==> src/rtl/prog_counter_pkg.sv <==
// prog_counter_pkg
//   Shared definitions for the programmable counter: mode encodings and
//   the run-control FSM state type.
package prog_counter_pkg;

   localparam logic [1:0] MODE_WRAP    = 2'b00;
   localparam logic [1:0] MODE_SAT     = 2'b01;
   localparam logic [1:0] MODE_ONESHOT = 2'b10;
   // 2'b11 is not named; the counter treats it as wrap.

   typedef enum logic [1:0] {
      IDLE = 2'b00,
      RUN  = 2'b01,
      DONE = 2'b10
   } pc_state_t;

endpackage

==> src/rtl/prog_prescaler.sv <==
// prog_prescaler
//   Clock prescaler producing a single-cycle tick every presc+1 enabled cycles.
//   Ports:
//     clk, rst_n : clock, async active-low reset
//     clr        : synchronous restart of the prescale count (wins over cnt_en)
//     cnt_en     : advance the prescale count this cycle
//     presc      : divide value, tick every presc+1 enabled cycles
//     tick       : combinational, high in the cycle the count equals presc
module prog_prescaler #(
   parameter int PRESC_W = 4
) (
   input  logic               clk,
   input  logic               rst_n,
   input  logic               clr,
   input  logic               cnt_en,
   input  logic [PRESC_W-1:0] presc,
   output logic               tick
);

   localparam logic [PRESC_W-1:0] PSC_ONE = PRESC_W'(1);

   logic [PRESC_W-1:0] psc_q;

   // >= rather than == so that lowering presc below the current count mid-run
   // ticks promptly instead of waiting for the count to roll over.
   assign tick = cnt_en && (psc_q >= presc);

   always_ff @(posedge clk or negedge rst_n) begin
      if (!rst_n) begin
         psc_q <= '0;
      end else if (clr || tick) begin
         psc_q <= '0;
      end else if (cnt_en) begin
         psc_q <= psc_q + PSC_ONE;
      end
   end

endmodule

==> src/rtl/prog_counter.sv <==
// prog_counter
//   Programmable up/down counter with prescaler, wrap/saturate/one-shot modes,
//   terminal-count pulse and compare match. All outputs registered.
//   Ports:
//     clk, rst_n        : clock, async active-low reset
//     en                : run enable (low holds count, clears prescaler)
//     clr, load         : synchronous clear / load (clr wins), any state
//     load_val          : value for load
//     dir               : 0 up, 1 down
//     mode              : 00 wrap, 01 saturate, 10 one-shot, 11 wrap
//     presc             : tick every presc+1 cycles while running
//     cmp_val           : compare value for match
//     count             : current count
//     tc                : one-cycle pulse when count first reaches terminal by a tick
//     match             : count == cmp_val
//     running, done     : FSM in RUN / DONE
//
//   state | meaning
//   IDLE  | stopped, waiting for en
//   RUN   | prescaler active, count advances on tick
//   DONE  | one-shot reached terminal; waits for clr or load
module prog_counter
   import prog_counter_pkg::*;
#(
   parameter int WIDTH   = 8,
   parameter int PRESC_W = 4
) (
   input  logic               clk,
   input  logic               rst_n,
   input  logic               en,
   input  logic               clr,
   input  logic               load,
   input  logic [WIDTH-1:0]   load_val,
   input  logic               dir,
   input  logic [1:0]         mode,
   input  logic [PRESC_W-1:0] presc,
   input  logic [WIDTH-1:0]   cmp_val,
   output logic [WIDTH-1:0]   count,
   output logic               tc,
   output logic               match,
   output logic               running,
   output logic               done
);

   localparam logic [WIDTH-1:0] CNT_ONE = WIDTH'(1);

   pc_state_t        state_q, state_n;
   logic [WIDTH-1:0] count_q, count_n;
   logic [WIDTH-1:0] term, count_step;
   logic             tc_q, tc_n, match_q;
   logic             tick, psc_clr, psc_en;
   logic             at_term, os_finish;

   assign psc_en  = (state_q == RUN) && en;
   assign psc_clr = clr || load || !en || (state_q != RUN);

   prog_prescaler #(.PRESC_W(PRESC_W)) u_presc (
      .clk    (clk),
      .rst_n  (rst_n),
      .clr    (psc_clr),
      .cnt_en (psc_en),
      .presc  (presc),
      .tick   (tick)
   );

   assign term       = dir ? '0 : '1;
   assign at_term    = (count_q == term);
   assign count_step = dir ? (count_q - CNT_ONE) : (count_q + CNT_ONE);

   always_comb begin
      count_n   = count_q;
      tc_n      = 1'b0;
      os_finish = 1'b0;
      if (clr) begin
         count_n = '0;
      end else if (load) begin
         count_n = load_val;
      end else if (tick) begin
         unique case (mode)
            MODE_SAT: begin
               if (!at_term) count_n = count_step;
            end
            MODE_ONESHOT: begin
               // Already at terminal (e.g. loaded there): finish without stepping.
               if (!at_term) count_n = count_step;
               os_finish = 1'b1;
            end
            default: count_n = count_step;
         endcase
         tc_n = !at_term && (count_n == term);
         if (count_n != term) os_finish = 1'b0;
      end
   end

   always_comb begin
      state_n = state_q;
      unique case (state_q)
         IDLE: if (en) state_n = RUN;
         RUN: begin
            if (!en)            state_n = IDLE;
            else if (os_finish) state_n = DONE;
         end
         DONE: if (clr || load) state_n = IDLE;
         default: state_n = IDLE;
      endcase
   end

   always_ff @(posedge clk or negedge rst_n) begin
      if (!rst_n) begin
         state_q <= IDLE;
         count_q <= '0;
         tc_q    <= 1'b0;
         match_q <= 1'b0;
      end else begin
         state_q <= state_n;
         count_q <= count_n;
         tc_q    <= tc_n;
         match_q <= (count_n == cmp_val);
      end
   end

   assign count   = count_q;
   assign tc      = tc_q;
   assign match   = match_q;
   assign running = (state_q == RUN);
   assign done    = (state_q == DONE);

endmodule

==> config.mk <==
export PLATFORM = sky130hd
export DESIGN_NAME = prog_counter
export DESIGN_NICKNAME = d
export VERILOG_FILES = /design/src/rtl/prog_counter_pkg.sv /design/src/rtl/prog_prescaler.sv /design/src/rtl/prog_counter.sv
export SDC_FILE = /design/constraint.sdc
export NUM_CORES = 1
export LEC_CHECK = 0
export CORE_UTILIZATION = 40
export CTS_CLUSTER_DIAMETER = 60
export DETAILED_ROUTE_END_ITERATION = 10
export DONT_BUFFER_PORTS = 1
export SETUP_SLACK_MARGIN = 0.5
export SKIP_LAST_GASP = 1
export SLEW_MARGIN = 20
export SYNTH_ARGS = -nofsm -noshare
export SYNTH_HDL_FRONTEND = slang
export SYNTH_SLANG_ARGS = --single-unit
==> constraint.sdc <==
create_clock -name clk -period 3.1 [get_ports clk]
set_input_delay 0.62 -clock clk [delete_from_list [all_inputs] [get_ports clk]]
set_output_delay 0.62 -clock clk [all_outputs]
set_load 0.03 [all_outputs]
[Yosys cells after proc, flatten, opt, wreduce, memory -nomap -nowiden]
Index checks and enable logic that the tools add are counted.
Word-level totals
  output and inout bits: 12
  register bits: 16
  bits of input ports: 28
Cells by class
  eq/ne operators: 12
  mux-type cells: 25
  reduce and logical (&&, ||, !) cells: 13
  add/subtract/negate cells: 3
  order comparisons: 1
Operators by type and width (count)
  two-way mux 8 bit: 10
  == test 8 bit: 3
  adder 8 x 1 -> 8 bit (second input constant): 1
  two-way mux 1 bit: 8
  two-way mux 2 bit: 4
  two-way mux 4 bit: 2
  != test 8 bit: 1
  subtractor 8 x 1 -> 8 bit (second input constant): 1
  one-hot mux 2 bit (3 select lines): 1
  adder 4 x 1 -> 4 bit (second input constant): 1
  == test 2 x 1 -> 1 bit (second input constant): 2
  == test 2 bit (second input constant): 2
  >= comparator 4 bit: 1
  logical OR 1 bit: 4
  != test 2 x 1 -> 1 bit (second input constant): 2
  logical AND 1 bit: 3
  != test 3 x 2 -> 1 bit (second input constant): 1
  AND reduction 3 bit: 1
  zero test 1 bit: 2
  zero test 2 bit: 1
  != test 2 bit (second input constant): 1
  nonzero test 2 bit: 1
  OR reduction 2 bit: 1

[Depth between registers and ports, before layout]
Gate-level depths: netlist of the first run.
  depth in word-level cells: 15
  mapped depth: 10
  mapped depth without buffers: 10

[Cells and area by module]
A second synthesis of the first run with hierarchy kept.
Unflattened totals
  cells, all modules: 263
  area, all modules: 2055.7 µm²
By module, submodules not included
  prog_counter: cells an instance 227, times used 1, area each 1711.6 µm²
  prog_prescaler: cells an instance 36, times used 1, area each 344.1 µm²

[Least setup slack after synthesis of the first run]
No wires, ideal clock.
  path type: input-to-reg
  from: input port dir
  to: register match_q, in the netlist match
  setup time: 0.120 ns
  stages: 10
  arrival time: 2.665 ns
  setup slack: 0.315 ns
  cells stage by stage: ha_1 and4_1 buf_2 o211a_4 nor4_2 xnor2_1 nor2_1 or4_1 and4_1 and4_1
Between the ends
  word-level cells in the longest chain between the ends: 11
Ends and longest elaborated chain
  from (decl): line prog_counter.sv:34  | input logic dir,
  two-way mux 8 bit: line prog_counter.sv:66  | assign term = dir ? '0 : '1;
  == test 8 bit: line prog_counter.sv:67  | assign at_term = (count_q == term);
  two-way mux 8 bit: line prog_counter.sv:81, prog_counter.sv:85
  two-way mux 8 bit (*)
  two-way mux 8 bit (*): line prog_counter.sv:78  | end else if (tick) begin
  two-way mux 8 bit (*): line prog_counter.sv:76  | end else if (load) begin
  two-way mux 8 bit (*): line prog_counter.sv:74  | if (clr) begin
  two-way mux 8 bit (*): line prog_counter.sv:78
  two-way mux 8 bit (*): line prog_counter.sv:76
  two-way mux 8 bit (*): line prog_counter.sv:74
  == test 8 bit (*): line prog_counter.sv:118  | match_q <= (count_n == cmp_val);
  to (signal assigned): line prog_counter.sv:118
  to (decl): line prog_counter.sv:50  | logic tc_q, tc_n, match_q;
Every way passes the cells marked *; elsewhere a longest branch is shown, timed or not. The select of a mux whose other input is x is not followed.
A chain may end at the register's enable or synchronous reset.

[Worst setup path in the final report of the first run]
  from: register count_q[0], in the netlist count[0]
  to: register match_q, in the netlist match
Between the ends
  word-level cells in the longest chain between the ends: 11
Ends and longest elaborated chain
  from (decl): line prog_counter.sv:48  | logic [WIDTH-1:0] count_q, count_n;
  from (signal assigned): line prog_counter.sv:116  | count_q <= count_n;
  adder 8 x 1 -> 8 bit or subtractor 8 x 1 -> 8 bit (tied branches): line prog_counter.sv:68  | assign count_step = dir ? (count_q - CNT_ONE) : (count_q + CNT_ONE);
  two-way mux 8 bit: line prog_counter.sv:68
  two-way mux 8 bit: line prog_counter.sv:81, prog_counter.sv:85
  two-way mux 8 bit
  two-way mux 8 bit: line prog_counter.sv:78
  two-way mux 8 bit: line prog_counter.sv:76
  two-way mux 8 bit: line prog_counter.sv:74
  two-way mux 8 bit (*): line prog_counter.sv:78
  two-way mux 8 bit (*): line prog_counter.sv:76
  two-way mux 8 bit (*): line prog_counter.sv:74
  == test 8 bit (*): line prog_counter.sv:118
Marks and branches as above.

==> results of run 1 <==
-- placed cells by master, fill, tap and decap left out, drive strengths merged, types with 4 or more instances in the layout --
cell    synthesis  routed
o21ai          11      11
nor3            8       8
inv            14      14
nor4            5       5
nand2          10      10
o31ai           4       4
nor2           18      18
clkbuf          3       4
o31a            4       4
xnor2           4       4
a211oi          4       4
ha             12      12
and4            4       4
dfrtp          16      16
a21oi          12      12
a31o            4       4
nand3           6       6
nand4           4       4
buf             1      19
-- stage by stage --
| stage | cells | setup WS (ns) | util |
|---|---|---|---|
| floorplan | 198 | 0.470 | - |
| global placement | 251 | 0.252 | 0.487 |
| detailed placement | 251 | 0.163 | 0.487 |
| CTS | 257 | 0.492 | 0.513 |
| global route | 265 | 0.332 | 0.549 |
| finish | 265 | 0.454 | 0.549 |
-- routing by layer --
metal / track usage / wire length (um)
met2: 0.379 / 2320
met3: 0.0466 / 420
met4: 0.0878 / 85
met5: 0 / 0
met1: 0.301 / 2060
-- cells by family (layout without fill, tap and decap cells) --
group / after synthesis / after routing / synth area share
flip-flops: 16 / 16 / 0.244
adder cells (fa/ha/maj): 13 / 13 / 0.104
AO/OA/AOI/OAI: 65 / 65 / 0.292
AND/OR/NAND/NOR: 76 / 76 / 0.262
XOR/XNOR: 7 / 7 / 0.0374
buffers and inverters: 18 / 37 / 0.0420
multiplexers: 3 / 3 / 0.0183
-- area by class of cell --
| cell class | instances | area (sq um) | area share |
|---|---|---|---|
| multi-input cells | 164 | 1370 | 0.656 |
| flip-flops and latches | 16 | 404 | 0.194 |
| well taps | 48 | 60.1 | 0.0288 |
| clock buffers | 4 | 55.1 | 0.0264 |
| repair buffers | 19 | 146 | 0.0701 |
| inverters | 14 | 52.6 | 0.0252 |
-- power groups by stage --
| stage | combinational, W | sequential [W] | clock [W] |
|---|---|---|---|
| after detailed placement | 0.000213 | 0.000234 | 0 |
| after global routing | 0.000285 | 0.000232 | 0.000203 |
| final | 0.000259 | 0.000232 | 0.000192 |
| after floorplan | 0.000153 | 0.000245 | 0 |
| after global placement | 0.000208 | 0.000234 | 0 |
| after CTS | 0.000224 | 0.000231 | 0.000193 |
-- cells in the mapped netlist, types with 4 or more instances --
cell type  count  area, sq um
xnor2_1        4         35.0
nor2_1        18         67.6
nand4_1        4         25.0
nor4_1         4         25.0
o31ai_1        4         30.0
nand2_1       10         37.5
nand3_1        6         30.0
a31o_2         4         35.0
nor3_1         8         40.0
inv_1         14         52.6
a21oi_1       12         60.1
o21ai_0       11         55.1
o31a_1         4         35.0
ha_1          12          150
dfrtp_1       16          400
-- critical path, stage by stage, from the launching register on --
cell,delay [ns]
dfrtp_2,0.46
fa_2,0.39
a211oi_2,0.28
o21ai_1,0.17
and4_4,0.21
a211oi_4,0.35
mux2i_1,0.12
a31o_2,0.24
and4_1,0.17
and4_1,0.14
-- sequential cells by signal (all words and copies together) (netlist names) --
register,flops
count,8
match,1
state_q,2
tc,1
u_presc.psc_q,4
-- repair_timing --
item | in CTS | in global routing
endpoints found under the setup margin | 3 | 3
pin swaps | 3 | 11
buffers inserted | 2 | 8
gates resized for setup | 9 | 18
-- worst paths after layout --
check,start,cells after the start,slack [ns],to
worst max-delay path,count[0]$_DFF_PN0_,9,0.45,match$_DFF_PN0_
worst min-delay path,rst_n,0,0.05,count[0]$_DFF_PN0_
min in group clk,clr,1,0.43,count[1]$_DFF_PN0_
max in group asynchronous,rst_n,0,2.97,count[1]$_DFF_PN0_
worst max register to register,count[0]$_DFF_PN0_,9,0.45,match$_DFF_PN0_
worst min register to register,u_presc.psc_q[0]$_DFFE_PN0P_,1,0.50,u_presc.psc_q[0]$_DFFE_PN0P_
==> qor.csv, run 1 <==
stage,metric,value,unit
status,status,completed,
final_layout,fin nets,259,
synth,"FFs w/ async S/R, synth",1.00,
pwr,switch share,0.349,
floorplanning,std cell rows,22,
sta,final hold slack,0.0541,ns
pwr,Seq pwr share,0.340,
cts,# clock sinks,16,
cts,clock tree buffer depth,2,
cts,CTS Hold Bufs,0,
worst_setup_path,CP Max Fanout,5,
floorplanning,top-level I/O count,40,
sta,Max Freq,378,MHz
route,first drt pass iteration count,4,
final_layout,Fillers,343,
sta,post-route setup TNS,0,ns
job,Max Cap Viol,0,
final_layout,ANT cells,0,
worst_setup_path,Crit path required time,3.25,ns
sta,Slew HR,0.567,
cts,clock-pin slew on the worst setup and hold paths,0.07,ns
pwr,total design power,0.000683,W
placement,GPL Wtd Cong,0.921,
worst_setup_path,Setup crit start kind,register,
final_layout,synthesis-to-finish area growth,27.4,%
grt,gr ovfl total,0,
sta,min cycle time layout,2.65,ns
synth,Yosys reg bits,16,
route,vias per inst,6.34,
min_path,min-delay worst type,in -> async,
pwr,Worst VDD drop,227,uV
grt,initial antenna violation count,0,
grt,Global Route Usage Sum,0.232,
pwr,switching pwr,0.000238,W
grt,largest net degree at the start of global routing,17,
placement,hpwl dp,3.69,mm
sta,RSZ-0062 raised after global routing,true,
synth,"EDFF count, synth",0,
worst_setup_path,critical path data arrival time,2.79,ns
floorplanning,initial core utilization,0.431,
floorplanning,core area,3800,sq um
route,post-route DRC violation count,0,
route,final wirelength,4.89,mm
grt,vias in the first global route,1608,
sta,final max-slew violation count,0,
floorplanning,Die Span Y,66.0,um
sta,# setup viols final,0,
synth,post-synthesis cell type count,54,
sta,Hold Fails Final Rpt,0,
route,vias,1680,
final_layout,fin area,2090,sq um
pwr,clock power share,0.281,
pwr,Pwr per Cell Area,327,nW/um^2
worst_setup_path,critical path type,reg -> reg,
final_layout,layout cells sized above 1,0.286,
cts,CTS H-Tree Depth,1,
synth,Mapped Nets,239,
sta,clk_skew,0.00176,ns
cts,Worst-Skew Late Latency,0.25,ns
grt,first-pass GRT wire length,7.69,mm
sta,Least-Margin Pin Slew,0.646,ns
route,starting DRC count in detailed routing,107,
pwr,Leak Pwr,0.856,nW
synth,"Seq/Total Area, Yosys",0.244,
synth,Synth warnings,0,
synth,Syn Inst Count,198,
worst_setup_path,Critical Path End Type,register,
placement,Port Buffers,0,
cts,CTS buffer count,3,
floorplanning,Die Wd,66.0,um
cts,CTS tree,done,
cts,CTS root buffer,clkbuf_8,
pwr,combinational share of power,0.380,
synth,post-synthesis cell area,1640,sq um
sta,period utilization,0.853,
pwr,internal power,0.000445,W
route,Final ANT Viol Nets,0,
route,Routed wire per std cell,18.5,um
synth,"Primary FF master, synth",dfrtp_1,
floorplanning,Die ar.,4350,sq um
placement,Area after DPL,1850,sq um
synth,"Avg Cell Area, Syn",8.27,sq um
No activity file was read; power rests on OpenSTA's default activity.
==> inputs of run 2 (changes only) <==
ABC_AREA = 1   (was default)
CORE_UTILIZATION = 50   (was 40)
SYNTH_HIERARCHICAL = 1   (was default)
==> run 2 against run 1 <==
Sequential share of layout area increased by 1.4 points. Worst hold slack better by 0.42 ns. Total power fell by 11%. Sequential power rose by 4%. Cell count is 32% higher. Combinational power fell by 10%. Register-to-register slack better by 0.24 ns. Critical path type unchanged.
==> qor.csv, run 2 <==
stage,metric,value,unit
status,status,completed,
route,Routed wire per std cell,11.9,um
floorplanning,core area,3420,sq um
placement,pre-CTS WS,0.546,ns
worst_setup_path,Reg-to-Reg End,state_q[0]$_DFFE_PN0P_,
synth,Mapped Nets,339,
worst_setup_path,reg2reg setup slack,0.70,ns
sta,Max Freq,416,MHz
grt,first-pass GRT wire length,7.41,mm
worst_setup_path,worst reg2reg path startpoint,count[2]$_DFF_PN0_,
grt,Global Route Usage Sum,0.239,
floorplanning,initial core utilization,0.533,
min_path,hold_sp,en,
cts,clock-pin slew on the worst setup and hold paths,0.09,ns
final_layout,"most common cell after layout, fill and taps aside",nand2_1,
worst_setup_path,critical path type,reg -> reg,
floorplanning,std cell rows,21,
route,post-route DRC violation count,0,
placement,hpwl dp,3.41,mm
pwr,Pwr per Cell Area,312,nW/um^2
sta,RSZ-0062 raised after global routing,false,
synth,"EDFF count, synth",0,
synth,"top cells by area, synth","dfrtp_1, nand2_1, inv_1",
sta,clk_skew,0.00619,ns
floorplanning,top-level I/O count,40,
final_layout,max reg flops,8,
job,Max Cap Viol,0,
min_path,end of the worst hold path,state_q[0]$_DFFE_PN0P_,
synth,multiplexer area fraction after synthesis,0,
sta,Least-Margin Pin Slew,0.755,ns
final_layout,synthesis-to-finish area growth,7.14,%
synth,Syn Inst Count,298,
sta,min cycle time layout,2.40,ns
sta,period utilization,0.776,
worst_setup_path,CP Max Fanout,9,
synth,"Avg Cell Area, Syn",6.11,sq um
synth,"FFs w/ async S/R, synth",1.00,
synth,adder-cell share of the synthesized area,0.0934,
route,final wirelength,4.17,mm
synth,post-synthesis cell type count,29,
min_path,Hold Crit Depth,2,
cts,CTS buffer count,3,
synth,Post-synth top cells,"nand2_1, inv_1, nor2_1, nand3_1, dfrtp_1",
floorplanning,Die ar.,3890,sq um
grt,largest net degree at the start of global routing,17,
final_layout,layout cells sized above 1,0.132,
pwr,Leak Pwr,1.15,nW
sta,Slew HR,0.495,
cts,CTS root buffer,clkbuf_4,
route,vias per inst,5.11,
synth,post-synthesis cell area,1820,sq um
synth,"Seq/Total Area, Yosys",0.220,
route,Final ANT Viol Nets,0,
grt,vias in the first global route,1738,
floorplanning,Die Wd,62.4,um
sta,final max-slew violation count,0,
synth,xor/xnor share of the synthesized area,0.0240,
route,starting DRC count in detailed routing,49,
pwr,Worst VDD drop,254,uV
route,vias,1788,
grt,initial antenna violation count,0,
final_layout,most frequent cells in the layout,"nand2_1, inv_1, nor2_1",
sta,# setup viols final,0,
worst_setup_path,critical path data arrival time,2.59,ns
worst_setup_path,Critical Path End Type,register,
synth,area share of and/or/nand/nor cells after synthesis,0.466,
synth,most numerous cell in the Yosys netlist,nand2_1,
final_layout,fin nets,346,
synth,Synth warnings,6,
min_path,min-delay worst type,in -> reg,
cts,CTS tree,done,
worst_setup_path,Setup crit start kind,register,
worst_setup_path,Crit path required time,3.28,ns
cts,Worst-Skew Late Latency,0.28,ns
final_layout,ANT cells,0,
final_layout,utilization after layout,0.571,
sta,final setup margin,0.696,ns
route,first drt pass iteration count,4,
sta,post-route setup TNS,0,ns
placement,Port Buffers,0,
worst_setup_path,cells on worst reg2reg path,14,
cts,clock tree buffer depth,2,
synth,compound-gate portion of the synthesized area,0.0666,
grt,gr ovfl total,0,
synth,share of the synthesized area in the top cell type,0.220,
floorplanning,Die Span Y,62.4,um
synth,"Primary FF master, synth",dfrtp_1,
pwr,total design power,0.000609,W
synth,largest family of logic cells by synthesized area,simple AND/OR/NAND/NOR gates,
sta,final hold slack,0.477,ns
sta,Hold Fails Final Rpt,0,
synth,Synth area leader,dfrtp_1,
cts,CTS H-Tree Depth,1,
cts,# clock sinks,16,
synth,Yosys reg bits,16,
placement,GPL Wtd Cong,0.805,
-- run 2: changes by cell type after synthesis, moves of 10 or more --
cell	delta
inv_1	+42
nand2_1	+73
nand3_1	+22
nor2_1	+17
o21ai_0	-10
nand2_2	+11
-- run 2: power breakdown --
group          leakage (nW)  internal (W)  switching [W]
combinational         0.918     0.0000813       0.000151
sequential            0.208      0.000219      0.0000237
clock                0.0210     0.0000714      0.0000636
-- run 2: layer usage --
metal / global-route usage / vias to the layer above / wire [um]
met5: 0 / - / 0
met4: 0.0349 / 0 / 20
met3: 0.0423 / 2 / 225
met2: 0.452 / 47 / 2090
met1: 0.283 / 794 / 1840
li1: - / 945 / -
-- run 2: area by class of cell --
type	instances	area, sq um
fillers	361	1460
multi-input cells	222	1200
flip-flops and latches	16	405
inverters	57	214
well taps	46	57.6
repair buffers	5	40.0
clock buffers	4	36.3
-- run 2: stage by stage --
step / instances / instance area, sq um
2_1_floorplan: 298 / 1820
3_3_place_gp: 343 / 1880
3_5_place_dp: 343 / 1880
4_1_cts: 347 / 1910
5_1_grt: 350 / 1950
6_report: 350 / 1950
-- run 2: worst max-delay path by stage --
stage	startpoint	cells past startpoint	to	slack [ns]
floorplan	presc[3]	19	match$_DFF_PN0_	0.75
global placement	dir	14	state_q[0]$_DFFE_PN0P_	0.54
detailed placement	dir	14	state_q[0]$_DFFE_PN0P_	0.55
CTS	count[3]$_DFF_PN0_	12	state_q[0]$_DFFE_PN0P_	0.56
global route	u_presc/psc_q[1]$_DFFE_PN0P_	16	match$_DFF_PN0_	0.53
finish	count[2]$_DFF_PN0_	14	state_q[0]$_DFFE_PN0P_	0.70
-- run 2: kinds of logic after synthesis --
logic type,after synthesis
compound gates,20
flops,16
simple gates,183
fa+ha+maj,13
xor+xnor,5
buf+inv,61
-- run 2: critical path, cell delays in order, from the launching register on --
cell	delay, ns
dfrtp_2	0.50
ha_2	0.42
nand2_2	0.06
inv_2	0.09
nand2_4	0.07
nor2_8	0.16
nand3_4	0.14
or2_1	0.25
and2_1	0.17
nor2_1	0.14
nand2_1	0.08
nand2_1	0.08
nand2_1	0.05
nand2_1	0.05
nand2_1	0.05
-- run 2: repair_timing --
item	in CTS	in global routing
hold buffers	0	1
setup endpoints to repair	0	3
setup buffers	0	1
hold endpoints to repair	0	16
resized for setup	0	6
==> inputs of run 3 (changes only) <==
PLACE_DENSITY = 0.68   (was default)
clock period = 2.2 ns   (was 3.1 ns; I/O delays follow)
==> run 3 against run 2 <==
Cell count rose by 7.1%. Core utilization rose by 11 points. Sequential share of layout area fell by 3.2 points. Critical path depth rose by 3. Critical endpoint unchanged.
==> qor.csv, run 3 (same netlist as run 2, synthesis figures left out) <==
stage,metric,value,unit
route,starting DRC count in detailed routing,103,
route,vias,1935,
grt,largest net degree at the start of global routing,17,
final_layout,layout cells sized above 1,0.304,
floorplanning,Die Wd,62.4,um
final_layout,Fillers,312,
sta,final max-slew violation count,0,
sta,RSZ-0062 raised after global routing,true,
sta,final hold slack,0.281,ns
grt,Global Route Usage Sum,0.268,
sta,clk_skew,0.00638,ns
sta,Slew HR,0.477,
floorplanning,Die Span Y,62.4,um
worst_setup_path,"Critical Path, Cell by Cell",ha_4 -> nand2_2 -> inv_2 -> nand2_4 -> nor2_8 -> buf_6 -> nand4_1 -> nand2_2 -> nand2_2 -> nor2_2 -> nand2_1 -> nor2_1 -> nand2_1 -> nand2_1 -> nand2_1 -> nand2_1 -> nand2_1,
cts,CTS tree,done,
route,vias per inst,5.16,
cts,CTS H-Tree Depth,1,
worst_setup_path,Critical Path End Type,register,
worst_setup_path,Worst path slowest cell,dfrtp_2,
pwr,Pwr per Cell Area,414,nW/um^2
route,post-route DRC violation count,0,
worst_setup_path,CP most frequent cell,nand2_1,
grt,initial antenna violation count,0,
floorplanning,top-level I/O count,40,
cts,Worst-Skew Late Latency,0.30,ns
placement,hpwl dp,3.70,mm
route,final wirelength,4.84,mm
grt,vias in the first global route,1833,
final_layout,synthesis-to-finish area growth,27.7,%
worst_setup_path,"Largest stage delay, worst path",0.46,ns
pwr,Worst VDD drop,251,uV
final_layout,ANT cells,0,
sta,period utilization,0.964,
sta,Max Freq,471,MHz
final_layout,max reg flops,8,
route,first drt pass iteration count,4,
worst_setup_path,Crit path required time,2.40,ns
worst_setup_path,critical path data arrival time,2.32,ns
final_layout,Layout Cells excl Fill,375,
worst_setup_path,critical path type,reg -> reg,
floorplanning,Die ar.,3890,sq um
floorplanning,core area,3420,sq um
worst_setup_path,CP Max Fanout,6,
placement,Port Buffers,0,
final_layout,"most common cell after layout, fill and taps aside",nand2_1,
sta,final setup margin,0.0788,ns
job,Max Cap Viol,0,
worst_setup_path,Setup crit start kind,register,
cts,CTS buffer count,3,
pwr,total design power,0.000964,W
route,Final ANT Viol Nets,0,
grt,gr ovfl total,0,
status,status,completed,
placement,placed cells,354,
sta,# setup viols final,0,
placement,pre-CTS WS,0.0222,ns
cts,clock tree buffer depth,2,
worst_setup_path,Worst Path Buf+Inv,2,
floorplanning,initial core utilization,0.533,
sta,min cycle time layout,2.12,ns
floorplanning,std cell rows,21,
final_layout,fin nets,371,
placement,GPL Wtd Cong,0.860,
final_layout,most frequent cells in the layout,"nand2_1, inv_1, nor2_1",
worst_setup_path,"CP delay by family, top",simple AND/OR/NAND/NOR gates,
sta,Hold Fails Final Rpt,0,
cts,clock-pin slew on the worst setup and hold paths,0.10,ns
pwr,Leak Pwr,1.28,nW
route,Routed wire per std cell,12.9,um
grt,first-pass GRT wire length,8.24,mm
cts,# clock sinks,16,
cts,CTS root buffer,clkbuf_4,
sta,Least-Margin Pin Slew,0.782,ns
min_path,min-delay worst type,in -> reg,
## run 3: worst paths after layout
| kind | startpoint | endpoint | slack, ns | cells after the start |
|---|---|---|---|---|
| min reg2reg | state_q[0]$_DFFE_PN0P_ | state_q[0]$_DFFE_PN0P_ | 0.61 | 3 |
| max | count[1]$_DFF_PN0_ | state_q[0]$_DFFE_PN0P_ | 0.08 | 17 |
| min in group asynchronous | rst_n | count[5]$_DFF_PN0_ | 0.66 | 1 |
| max reg2reg | count[1]$_DFF_PN0_ | state_q[0]$_DFFE_PN0P_ | 0.08 | 17 |
| min | en | state_q[0]$_DFFE_PN0P_ | 0.28 | 2 |
| max in group asynchronous | rst_n | count[4]$_DFF_PN0_ | 1.00 | 1 |
## run 3: power by group
part	internal (W)	leakage (nW)	switching (W)
Sequential	0.000309	0.204	0.0000154
Combinational	0.000172	1.05	0.000263
Clock	0.000101	0.0210	0.000103
## run 3: through the flow
stage / cell area [sq um] / util / TNS, ns
3_3_place_gp: 2100 / 0.616 / 0
2_1_floorplan: 1980 / - / 0
3_5_place_dp: 2100 / 0.616 / 0
5_1_grt: 2330 / 0.681 / -0.156
4_1_cts: 2250 / 0.660 / 0
6_report: 2330 / 0.681 / 0
## run 3: area by class of cell
cell class              instances  area (sq um)  share of cell area
well taps                      46          57.6              0.0247
flip-flops and latches         16           409               0.176
inverters                      57           219              0.0941
repair buffers                 30           231              0.0995
clock buffers                   4          36.3              0.0156
multi-input cells             222          1370               0.590
## run 3: per-layer routing
layer  wire length, um  up-vias  global-route usage
met5                 0        -                   0
met4                74        0              0.0843
met3               336        8              0.0478
met2              2210       73               0.433
met1              2210      858               0.364
li1                  -      996                   -
## run 3: repair_timing
| action | 4_1_cts | 5_1_grt |
|---|---|---|
| pin swaps | 17 | 13 |
| hold endpoints to repair | 16 | 0 |
| cloned | 1 | 0 |
| setup buffers | 11 | 4 |
| gates resized for setup | 5 | 12 |
| hold buffers | 1 | 0 |
| setup endpoints to repair | 12 | 13 |
## run 3: worst reg2reg max path: cells and delay by family, from the launching register on
family,cells,cell delay [ns]
simple gates,14,1.13
flops,1,0.46
fa+ha+maj,1,0.29
buf+inv,2,0.19
